**src/rtl/pipe_ctrl_if.sv**
```systemverilog
// Handshake bundle between pipe_ctrl and the RV32I pipeline.
// The master modport belongs to the control unit. The slave modport belongs to the datapath side.
interface pipe_ctrl_if;
  logic        jump_en_i;
  logic [31:0] jump_addr_i;
  logic        ex_mem_read_i;
  logic [4:0]  ex_rd_addr_i;
  logic [4:0]  id_rs1_addr_i;
  logic [4:0]  id_rs2_addr_i;
  logic        id_rs1_ren_i;
  logic        id_rs2_ren_i;
  logic        ex_busy_req_i;
  logic        ex_busy_done_i;
  logic        pc_stall_o;
  logic        if_id_stall_o;
  logic        if_id_flush_o;
  logic        id_ex_stall_o;
  logic        id_ex_flush_o;
  logic        jump_en_o;
  logic [31:0] jump_addr_o;
  logic        busy_timeout_o;
  logic [31:0] stall_cnt_o;

  modport master (
    input  jump_en_i, jump_addr_i, ex_mem_read_i, ex_rd_addr_i,
           id_rs1_addr_i, id_rs2_addr_i, id_rs1_ren_i, id_rs2_ren_i,
           ex_busy_req_i, ex_busy_done_i,
    output pc_stall_o, if_id_stall_o, if_id_flush_o, id_ex_stall_o,
           id_ex_flush_o, jump_en_o, jump_addr_o, busy_timeout_o, stall_cnt_o
  );

  modport slave (
    output jump_en_i, jump_addr_i, ex_mem_read_i, ex_rd_addr_i,
           id_rs1_addr_i, id_rs2_addr_i, id_rs1_ren_i, id_rs2_ren_i,
           ex_busy_req_i, ex_busy_done_i,
    input  pc_stall_o, if_id_stall_o, if_id_flush_o, id_ex_stall_o,
           id_ex_flush_o, jump_en_o, jump_addr_o, busy_timeout_o, stall_cnt_o
  );
endinterface

```
**src/rtl/pipe_ctrl.sv**
```systemverilog
// Stall/flush control for the five-stage core: redirects, load-use bubbles, multi-cycle EX ops.
// Defining PIPE_CTRL_BUSY_TIMEOUT_EN compiles in the BUSY watchdog and the sticky TRAP state.
module pipe_ctrl #(
  parameter int unsigned BUSY_TIMEOUT = 64
) (
  input logic         clk,
  input logic         rst,
  pipe_ctrl_if.master bus
);

  typedef enum logic [1:0] {
    IDLE = 2'd0,
    BUSY = 2'd1,
    TRAP = 2'd2
  } state_t;

  state_t      state_q;
  state_t      state_d;
  logic        lu;
  logic        pc_stall;
  logic        if_id_stall;
  logic        if_id_flush;
  logic        id_ex_stall;
  logic        id_ex_flush;
  logic        jump_en;
  logic        timeout_flag;
  logic [31:0] stall_cnt_q;

`ifdef PIPE_CTRL_BUSY_TIMEOUT_EN
  logic [15:0] tmo_q;
  logic [15:0] tmo_d;
`else
  logic [15:0] unused_busy_timeout;
  assign unused_busy_timeout = 16'(BUSY_TIMEOUT);
`endif

  always_comb begin
    lu = bus.ex_mem_read_i && (bus.ex_rd_addr_i != 5'd0) &&
         ((bus.id_rs1_ren_i && (bus.id_rs1_addr_i == bus.ex_rd_addr_i)) ||
          (bus.id_rs2_ren_i && (bus.id_rs2_addr_i == bus.ex_rd_addr_i)));
  end

  // Jump beats multi-cycle start, which beats load-use; BUSY and TRAP only ever stall.
  always_comb begin
    state_d      = state_q;
    pc_stall     = 1'b0;
    if_id_stall  = 1'b0;
    if_id_flush  = 1'b0;
    id_ex_stall  = 1'b0;
    id_ex_flush  = 1'b0;
    jump_en      = 1'b0;
    timeout_flag = 1'b0;
`ifdef PIPE_CTRL_BUSY_TIMEOUT_EN
    tmo_d        = tmo_q;
`endif
    unique case (state_q)
      IDLE: begin
        if (bus.jump_en_i) begin
          jump_en     = 1'b1;
          if_id_flush = 1'b1;
          id_ex_flush = 1'b1;
        end else if (bus.ex_busy_req_i && !bus.ex_busy_done_i) begin
          pc_stall    = 1'b1;
          if_id_stall = 1'b1;
          id_ex_stall = 1'b1;
          state_d     = BUSY;
`ifdef PIPE_CTRL_BUSY_TIMEOUT_EN
          tmo_d       = 16'd1;
`endif
        end else if (lu) begin
          pc_stall    = 1'b1;
          if_id_stall = 1'b1;
          id_ex_flush = 1'b1;
        end
      end
      BUSY: begin
        if (bus.ex_busy_done_i) begin
          state_d = IDLE;
        end else begin
          pc_stall    = 1'b1;
          if_id_stall = 1'b1;
          id_ex_stall = 1'b1;
`ifdef PIPE_CTRL_BUSY_TIMEOUT_EN
          tmo_d       = tmo_q + 16'd1;
          if (tmo_q == 16'(BUSY_TIMEOUT)) begin
            state_d = TRAP;
          end
`endif
        end
      end
      TRAP: begin
`ifdef PIPE_CTRL_BUSY_TIMEOUT_EN
        pc_stall     = 1'b1;
        if_id_stall  = 1'b1;
        id_ex_stall  = 1'b1;
        timeout_flag = 1'b1;
`else
        state_d      = IDLE;
`endif
      end
      default: begin
        state_d = IDLE;
      end
    endcase
  end

  // The stall counter sees the ungated strobe; reset takes precedence over it anyway.
  always_ff @(posedge clk) begin
    if (!rst) begin
      state_q     <= IDLE;
      stall_cnt_q <= 32'd0;
`ifdef PIPE_CTRL_BUSY_TIMEOUT_EN
      tmo_q       <= 16'd0;
`endif
    end else begin
      state_q <= state_d;
      if (pc_stall && (stall_cnt_q != 32'hFFFF_FFFF)) begin
        stall_cnt_q <= stall_cnt_q + 32'd1;
      end
`ifdef PIPE_CTRL_BUSY_TIMEOUT_EN
      tmo_q <= tmo_d;
`endif
    end
  end

  assign bus.pc_stall_o     = rst & pc_stall;
  assign bus.if_id_stall_o  = rst & if_id_stall;
  assign bus.if_id_flush_o  = rst & if_id_flush;
  assign bus.id_ex_stall_o  = rst & id_ex_stall;
  assign bus.id_ex_flush_o  = rst & id_ex_flush;
  assign bus.jump_en_o      = rst & jump_en;
  assign bus.jump_addr_o    = (rst && jump_en) ? bus.jump_addr_i : 32'd0;
  assign bus.busy_timeout_o = rst & timeout_flag;
  assign bus.stall_cnt_o    = rst ? stall_cnt_q : 32'd0;

endmodule

```
**src/flat_wrapper.sv**
```systemverilog
// flat-port wrapper written by rule: the top's interface ports become plain ports
module pipe_ctrl_flat 
#(
  parameter int unsigned BUSY_TIMEOUT = 64
)
  (clk, rst, bus_jump_en_i, bus_jump_addr_i, bus_ex_mem_read_i, bus_ex_rd_addr_i, bus_id_rs1_addr_i, bus_id_rs2_addr_i, bus_id_rs1_ren_i, bus_id_rs2_ren_i, bus_ex_busy_req_i, bus_ex_busy_done_i, bus_pc_stall_o, bus_if_id_stall_o, bus_if_id_flush_o, bus_id_ex_stall_o, bus_id_ex_flush_o, bus_jump_en_o, bus_jump_addr_o, bus_busy_timeout_o, bus_stall_cnt_o);
  pipe_ctrl_if bus_i ();
  input logic clk;
  input logic rst;
  input wire logic [$bits(bus_i.jump_en_i)-1:0] bus_jump_en_i;
  input wire logic [$bits(bus_i.jump_addr_i)-1:0] bus_jump_addr_i;
  input wire logic [$bits(bus_i.ex_mem_read_i)-1:0] bus_ex_mem_read_i;
  input wire logic [$bits(bus_i.ex_rd_addr_i)-1:0] bus_ex_rd_addr_i;
  input wire logic [$bits(bus_i.id_rs1_addr_i)-1:0] bus_id_rs1_addr_i;
  input wire logic [$bits(bus_i.id_rs2_addr_i)-1:0] bus_id_rs2_addr_i;
  input wire logic [$bits(bus_i.id_rs1_ren_i)-1:0] bus_id_rs1_ren_i;
  input wire logic [$bits(bus_i.id_rs2_ren_i)-1:0] bus_id_rs2_ren_i;
  input wire logic [$bits(bus_i.ex_busy_req_i)-1:0] bus_ex_busy_req_i;
  input wire logic [$bits(bus_i.ex_busy_done_i)-1:0] bus_ex_busy_done_i;
  output wire logic [$bits(bus_i.pc_stall_o)-1:0] bus_pc_stall_o;
  output wire logic [$bits(bus_i.if_id_stall_o)-1:0] bus_if_id_stall_o;
  output wire logic [$bits(bus_i.if_id_flush_o)-1:0] bus_if_id_flush_o;
  output wire logic [$bits(bus_i.id_ex_stall_o)-1:0] bus_id_ex_stall_o;
  output wire logic [$bits(bus_i.id_ex_flush_o)-1:0] bus_id_ex_flush_o;
  output wire logic [$bits(bus_i.jump_en_o)-1:0] bus_jump_en_o;
  output wire logic [$bits(bus_i.jump_addr_o)-1:0] bus_jump_addr_o;
  output wire logic [$bits(bus_i.busy_timeout_o)-1:0] bus_busy_timeout_o;
  output wire logic [$bits(bus_i.stall_cnt_o)-1:0] bus_stall_cnt_o;
  assign bus_i.jump_en_i = bus_jump_en_i;
  assign bus_i.jump_addr_i = bus_jump_addr_i;
  assign bus_i.ex_mem_read_i = bus_ex_mem_read_i;
  assign bus_i.ex_rd_addr_i = bus_ex_rd_addr_i;
  assign bus_i.id_rs1_addr_i = bus_id_rs1_addr_i;
  assign bus_i.id_rs2_addr_i = bus_id_rs2_addr_i;
  assign bus_i.id_rs1_ren_i = bus_id_rs1_ren_i;
  assign bus_i.id_rs2_ren_i = bus_id_rs2_ren_i;
  assign bus_i.ex_busy_req_i = bus_ex_busy_req_i;
  assign bus_i.ex_busy_done_i = bus_ex_busy_done_i;
  assign bus_pc_stall_o = bus_i.pc_stall_o;
  assign bus_if_id_stall_o = bus_i.if_id_stall_o;
  assign bus_if_id_flush_o = bus_i.if_id_flush_o;
  assign bus_id_ex_stall_o = bus_i.id_ex_stall_o;
  assign bus_id_ex_flush_o = bus_i.id_ex_flush_o;
  assign bus_jump_en_o = bus_i.jump_en_o;
  assign bus_jump_addr_o = bus_i.jump_addr_o;
  assign bus_busy_timeout_o = bus_i.busy_timeout_o;
  assign bus_stall_cnt_o = bus_i.stall_cnt_o;
  pipe_ctrl #(.BUSY_TIMEOUT(BUSY_TIMEOUT)) u_core (.clk(clk), .rst(rst), .bus(bus_i));
endmodule
```
**config.mk**
```make
export PLATFORM = sky130hd
export DESIGN_NAME = pipe_ctrl_flat
export DESIGN_NICKNAME = d
export VERILOG_FILES = /design/src/rtl/pipe_ctrl_if.sv /design/src/rtl/pipe_ctrl.sv /design/src/flat_wrapper.sv
export SDC_FILE = /design/constraint.sdc
export NUM_CORES = 1
export LEC_CHECK = 0
export ABC_AREA = 0
export ABC_CLOCK_PERIOD_IN_PS = 2100
export CORE_AREA = 4 4 96 98
export CTS_CLUSTER_DIAMETER = 150
export DETAILED_ROUTE_END_ITERATION = 16
export DIE_AREA = 0 0 100 102
export PLACE_DENSITY = 0.67
export SYNTH_ARGS = -nofsm -noshare
export SYNTH_HDL_FRONTEND = slang
export SYNTH_SLANG_ARGS = --single-unit
```
**constraint.sdc**
```tcl
create_clock -name clk -period 2.1 [get_ports clk]
set_input_delay 0.315 -clock clk [delete_from_list [all_inputs] [get_ports clk]]
set_output_delay 0.315 -clock clk [all_outputs]
set_load 0.02 [all_outputs]
```
# After elaboration in Yosys (flattened, before gate mapping)
# Cells that the tools add are included.
[totals]
inputBits = 55
out_inout_bits = 71
regBits = 34
wordCells = 45
[classes]
add_sub_neg = 1
bitwise = 4
muxes = 19
n_eq_ne = 7
n_reduce_logical = 12
[ops]
columns = ["operator", "count"]
rows = [
  ["$mux 32", 2],
  ["$add 32x1->32 const B", 1],
  ["$ne 32x32->1 const B", 1],
  ["$mux 1", 11],
  ["$eq 5x5->1", 2],
  ["$logic_and 1x1->1", 7],
  ["$mux 2", 3],
  ["$reduce_bool 5->1", 1],
  ["$and 1x1->1", 4],
  ["$ne 2x2->1 const B", 2],
  ["$pmux 1 s2", 2],
  ["$pmux 2 s2", 1],
  ["$reduce_and 3->1", 1],
  ["$eq 2x1->1 const B", 1],
  ["$logic_not 2->1", 1],
  ["$ne 2x1->1 const B", 1],
  ["$logic_not 1->1", 1],
  ["$logic_or 1x1->1", 1],
]

# Logic depth before layout (Yosys ltp)
# Gate-level depths: netlist of run 1.
[depth]
word_depth = 9
ltp_mapped = 7
ltp_nobuf = 6

# Least setup slack after synthesis of run 1
# OpenSTA, ideal clock, no wires.
[synth_timing]
path_kind = "reg-to-reg"
from = "register u_core.stall_cnt_q[0]"
to = "register u_core.stall_cnt_q[18]"
t_required_ns = 1.977
arrival_ns = 2.092
setup_time_ns = 0.123
n_path_buf = 0
path_stages_with_launch = 7
setup_slack_ns = -0.116
synth_period_minus_slack_ns = 2.216
path_cell_list = "dfxtp_1 -> ha_1 -> inv_1 -> or4_4 -> or4_1 -> nor3_2 -> mux2_1"
[synth_via]
elab_chain_len = 2
elab_cells_between_ends = 3
classes_between = "add/sub (1); eq/ne (1); reduce/logical (1)"
[synth_rtl]
columns = ["element", "line", "text"]
rows = [
  ["from (decl)", "pipe_ctrl.sv:27", "logic [31:0] stall_cnt_q;"],
  ["from (signal assigned)", "pipe_ctrl.sv:118", "stall_cnt_q <= stall_cnt_q + 32'd1;"],
  ["parallel branches: the longest is 2 deep, another holds $add 32x1->32", "n/a", ""],
]
# Parallel ways; which one is timed is not known.
# A chain may end at the register's enable or synchronous reset.

# Worst setup path after layout of run 1
[layout_timing]
from = "register u_core.stall_cnt_q[6]"
to = "register u_core.stall_cnt_q[18]"
# The elaborated chain is that of the path after synthesis.

==> impl_metrics.yaml, run 1 <==
status:
  status: "complete, but fails checks"
  failed_checks: "negative setup slack"
clocking:
  insertion_delay_ns: 0.29
  clock-sinks: 33
  cts_buffer_depth: 2
  clock-root-buffer: "clkbuf_8"
  holdBufCountCts: 0
  clk_pin_slew_ns: 0.07
  cts-buffers-inserted: 5
  h-tree-depth: 2
  cts_tree: "done"
synthesis:
  netlist_area_mm2: 0.00245
  synth_top_cells_by_area: "dfxtp_1 27%, and2_1 17%, mux2_2 8.7%"
  ys_ff_latch: 33
  avgSynthCellArea_um2: 7.93
  yosysWarnings: 0
  synth_top_area_frac: 0.270
  synth_top_flop_cell: "dfxtp_1"
  seq_area_frac_synth: 0.270
  synth_cells: 309
  syn_nets: 365
  synth-edff-count: 0
  synth_top_cell_by_area: "dfxtp_1"
  async_flop_share: 0
  synth_cell_types: 45
cells_and_area:
  area_growth_pct: 89.6
  filler_cell_count: 768
  final_util: 0.549
  layout-drive-gt1-share: 0.291
  final_cells: 600
  antenna_cells: 0
  fin_nets: 548
floorplan:
  die_height_um: 102
  placementRows: 34
  start_util: 0.290
  pin_count: 126
  fp.dieW_um: 100
  core-area_mm2: 0.00847
  die_area_mm2: 0.0102
sta:
  finalWorstSetupSlack_ns: -0.0313
  finalSetupViolations: 7
  drv_slew: 0
  period_share: 1.01
  period_minus_slack_ns: 2.13
  worstMarginPinSlew_ns: 0.546
  skew_ns: 0.00699
  tns_ns: -0.0988
  timing.fmax_ghz: 0.469
  slew_headroom: 0.634
  rsz0062_at_grt: "true"
  hold_viol_final: 0
power_and_ir_drop:
  p_per_area_mw_per_mm2: 339
  ir_drop_uv: 176
  p_leak_nw: 1.99
global_routing:
  grt_use_total: 0.182
  grt_overflow: 0
  grt_pass1_wl_mm: 15.0
  grt_antenna_before_repair: 0
  grt_max_degree: 35
  first_global_vias: 2960
worst_setup_path:
  startpoint_type: "register"
  arrival_ns: 2.31
  critPathMaxStageDelay_ns: 0.57
  crit_path_max_fanout: 6
  critPathSlowestCell: "or4_4"
  crit_chain: "nand4_1 -> or4_4 -> buf_4 -> nor3_4 -> buf_6 -> nor3_4 -> mux2_4"
  critPathKind: "register to register"
  required_ns: 2.28
  crit_top_cell: "nor3_4"
  end_kind: "register"
route:
  ant_nets: 0
  initialDrtViolationCount: 138
  drc: 0
  vias: 2960
  routed_wl_mm: 9.84
  vias_per_cell: 4.93
  avgRoutedWirePerCell_um: 16.4
  drtPass1Iterations: 4
placement:
  gp_congestion: 0.853
  port_buffers: 124
  hpwl_mm: 7.28
  dp_cells: 582
job:
  cap_violations: 0
min_path:
  worstHoldPathType: "primary input to register"
==> metal layers <==
| metal | GRT usage | vias up | share of wire |
|---|---|---|---|
| li1 | - | 1480 | - |
| met1 | 0.235 | 1400 | 0.44 |
| met2 | 0.313 | 67 | 0.51 |
| met3 | 0.0341 | 13 | 0.041 |
| met4 | 0.0466 | 0 | 0.016 |
| met5 | 0 | - | 0 |
==> critical path: cells and delay by family, from the launching register on <==
family / cells / cell delay [ns]
DFF: 1 / 0.33
buffers and inverters: 2 / 0.36
and+or+nand+nor: 4 / 1.03
muxes: 1 / 0.29
==> what timing repair did <==
action,CTS,global route
setup buffers,1,7
gates resized for setup,83,39
endpoints found under the setup margin,102,64
gates cloned,0,3
pin swaps,6,19
==> kinds of logic (layout without fill, tap and decap cells) <==
logic type                 after synthesis  in the layout  synth area share
AOI/OAI and AO/OA                       35             35             0.110
xor gates and xnor gates                10             10            0.0357
adders and majority gates                1              1           0.00510
buffers and inverters                   24            207            0.0439
DFF                                     33             33             0.270
muxes                                   22             22             0.100
other                                    1              1           0.00153
and+or+nand+nor                        183            183             0.434
==> sequential cells by signal (all words and copies together), names as in the netlist <==
signal              count
u_core.stall_cnt_q     32
u_core.state_q          1
==> synth_stat cells, types with 2 or more instances <==
master    number
nand2_1       14
nand4_1       15
and4_1         3
mux2i_1        2
o21a_1         2
or4_1         13
and2_1        65
mux2_2        19
xnor2_1       10
nor2_1        29
and3_1         2
inv_1          4
o311ai_2       2
nor4_1         7
dfxtp_1       33
clkbuf_1      12
o31ai_1        9
buf_4          4
buf_2          2
nand3_1       12
nor3_1        14
a21oi_1       13
==> placed cells by master (no fill, tap or decap), drive strengths merged, types with 2 or more instances in the layout <==
master and count:
clkdlybuf4s15 9, o31ai 10, buf 72, and4 3, o311ai 2, clkdlybuf4s50 69
and3 2, dfxtp 33, nor2 29, a21oi 13, o41ai 2, mux2i 2
nand4 15, nor4 8, nor3 16, xnor2 10, nand2 14, dlymetal6s2s 10
nand3 12, and2 65, clkbuf 10, o21a 2, dlygate4sd2 32, or4 14
inv 4, mux2 20
==> power by group <==
group / leakage [nW] / switching (mW) / internal [mW]
sequential: 0.271 / 0.00248 / 0.629
clock: 0.0443 / 0.230 / 0.260
combinational: 1.68 / 0.219 / 0.237
total: 1.99 / 0.452 / 1.13
==> area by class of cell <==
cell class              instances  area [um2]  area share
clock buffers                   7        86.3      0.0186
inverters                       5        20.0     0.00431
flip-flops and latches         33         673       0.145
well taps                     108         135      0.0291
multi-input cells             252        1890       0.406
repair buffers                195        1850       0.397
==> metrics by stage <==
| step | hold WS (ns) | setup WS, ns | total power, mW | instance area [um2] |
|---|---|---|---|---|
| floorplan | 0.392 | -0.0355 | 0.818 | 2460 |
| finish | 0.429 | -0.0313 | 1.58 | 4650 |
| detailed placement | 0.497 | -0.542 | 1.08 | 4260 |
| global route | 0.455 | -0.0938 | 1.64 | 4650 |
| global placement | 0.486 | -0.493 | 1.07 | 4260 |
| CTS | 0.508 | -0.0329 | 1.55 | 4380 |
==> worst paths after layout <==
kind                           from                     end  slack [ns]  cells past startpoint
min reg2reg  u_core.stall_cnt_q[15]  u_core.stall_cnt_q[15]        0.52                      2
max reg2reg   u_core.stall_cnt_q[6]  u_core.stall_cnt_q[18]       -0.03                      7
max           u_core.stall_cnt_q[6]  u_core.stall_cnt_q[18]       -0.03                      7
min              bus_ex_busy_done_i       u_core.state_q[0]        0.43                      3
Note: power is estimated with default switching activity, not from simulation.
==> inputs of run 2 (changes only) <==
Settings changed: ABC_CLOCK_PERIOD_IN_PS 2100 to 1800, CTS_CLUSTER_DIAMETER 150 to 30.
Clock period 2.1 ns to 1.8 ns, I/O delays scaled along.
==> impl_metrics.yaml, run 2 (synthesized netlist as in run 1, its figures left out) <==
power_and_ir_drop:
  p_per_area_mw_per_mm2: 365
  ir_drop_uv: 264
  finalPower_mw: 1.95
  p_leak_nw: 2.55
floorplan:
  placementRows: 34
  die_height_um: 102
  core-area_mm2: 0.00847
  start_util: 0.290
  pin_count: 126
  die_area_mm2: 0.0102
  fp.dieW_um: 100
worst_setup_path:
  arrival_ns: 2.37
  required_ns: 1.99
  end_kind: "register"
  critPathKind: "register to register"
  startpoint_type: "register"
  crit_path_max_fanout: 4
placement:
  gp_congestion: 0.888
  hpwl_mm: 7.21
  dp_slack_ns: -0.767
  dp_cells: 601
  port_buffers: 124
clocking:
  clock-root-buffer: "clkbuf_8"
  insertion_delay_ns: 0.29
  holdBufCountCts: 0
  cts_buffer_depth: 2
  clock-sinks: 33
  cts_tree: "done"
  h-tree-depth: 2
  cts-buffers-inserted: 5
  clk_pin_slew_ns: 0.08
sta:
  finalWorstSetupSlack_ns: -0.383
  tns_ns: -8.15
  skew_ns: 0.00687
  timing.fmax_ghz: 0.458
  hold_viol_final: 0
  drv_slew: 0
  finalSetupViolations: 45
  period_minus_slack_ns: 2.18
  period_share: 1.21
  rsz0062_at_grt: "true"
  holdWs_ns: 0.438
global_routing:
  first_global_vias: 3325
  grt_antenna_before_repair: 0
  grt_pass1_wl_mm: 16.4
  grt_overflow: 0
  grt_use_total: 0.198
  grt_max_degree: 38
cells_and_area:
  antenna_cells: 0
  final_cell_mix: "80 x buf_4, 52 x buf_6, 33 x and2_1, 33 x clkdlybuf4s50_1, 32 x and2_4"
  filler_cell_count: 661
  largest_register_ffs: 32
  area_growth_pct: 118
  layout_commonest_cell: "buf_4"
  layout-drive-gt1-share: 0.523
  top_register: "u_core.stall_cnt_q"
  fin_nets: 583
  top_regs: "u_core.stall_cnt_q: 32 flops, u_core.state_q: 1 flops"
  final_cells: 636
job:
  cap_violations: 0
status:
  failed_checks: "negative setup slack"
  status: "complete, but fails checks"
route:
  ant_nets: 0
  routed_wl_mm: 11.0
  vias_per_cell: 5.19
  drtPass1Iterations: 4
  drc: 0
  avgRoutedWirePerCell_um: 17.2
  initialDrtViolationCount: 128
  vias: 3298
min_path:
  worstHoldPathType: "primary input to register"
run 2: report_power, final:
group	internal [mW]	switching (mW)	leakage [nW]	total [mW]
registers	0.732	0.00378	0.271	0.736
logic	0.348	0.299	2.24	0.647
clock network	0.268	0.296	0.0450	0.565
total	1.35	0.599	2.55	1.95
run 2: what timing repair did:
action                                  in CTS  in global routing
pin swaps                                   43                 39
endpoints found under the setup margin     102                 80
cloned                                       1                  2
gates resized for setup                    341                 90
endpoints found under the hold margin        0                  0
setup buffers                               17                  8
run 2: final timing paths:
check                                             from                endpoint  slack, ns  cells after the start
worst max-delay path             u_core.stall_cnt_q[0]  u_core.stall_cnt_q[18]      -0.38                      6
worst min-delay path                bus_ex_busy_done_i       u_core.state_q[0]       0.44                      3
worst max register to register   u_core.stall_cnt_q[0]  u_core.stall_cnt_q[18]      -0.38                      6
worst min register to register  u_core.stall_cnt_q[12]  u_core.stall_cnt_q[12]       0.61                      3
run 2: final cells by class:
class	count	area, um2	area share
multi-input cells	252	2200	0.412
clock inverters	2	10.0	0.00188
well taps	108	135	0.0253
flip-flops and latches	33	676	0.127
repair buffers	230	2220	0.416
inverters	5	22.5	0.00422
clock buffers	6	72.6	0.0136
run 2: layer usage:
layer	track usage	routed length, um	vias to the layer above
li1	-	-	1559
met1	0.222	4220	1624
met2	0.378	5960	99
met3	0.0369	549	16
met4	0.0642	221	0
met5	0	0	-
run 2: metrics by stage:
stage                     instance area, um2  utilization
after floorplan                         2500            -
after global placement                  4400        0.520
after detailed placement                4400        0.520
after CTS                               5040        0.595
after global routing                    5340        0.630
final                                   5340        0.630
run 2: critical path, stage by stage (launching register included):
cell and delay (ns):
dfxtp_2 0.36, ha_4 0.15, inv_4 0.03, or4_4 0.55
or4_4 0.51, nor3_4 0.16, mux2_4 0.31
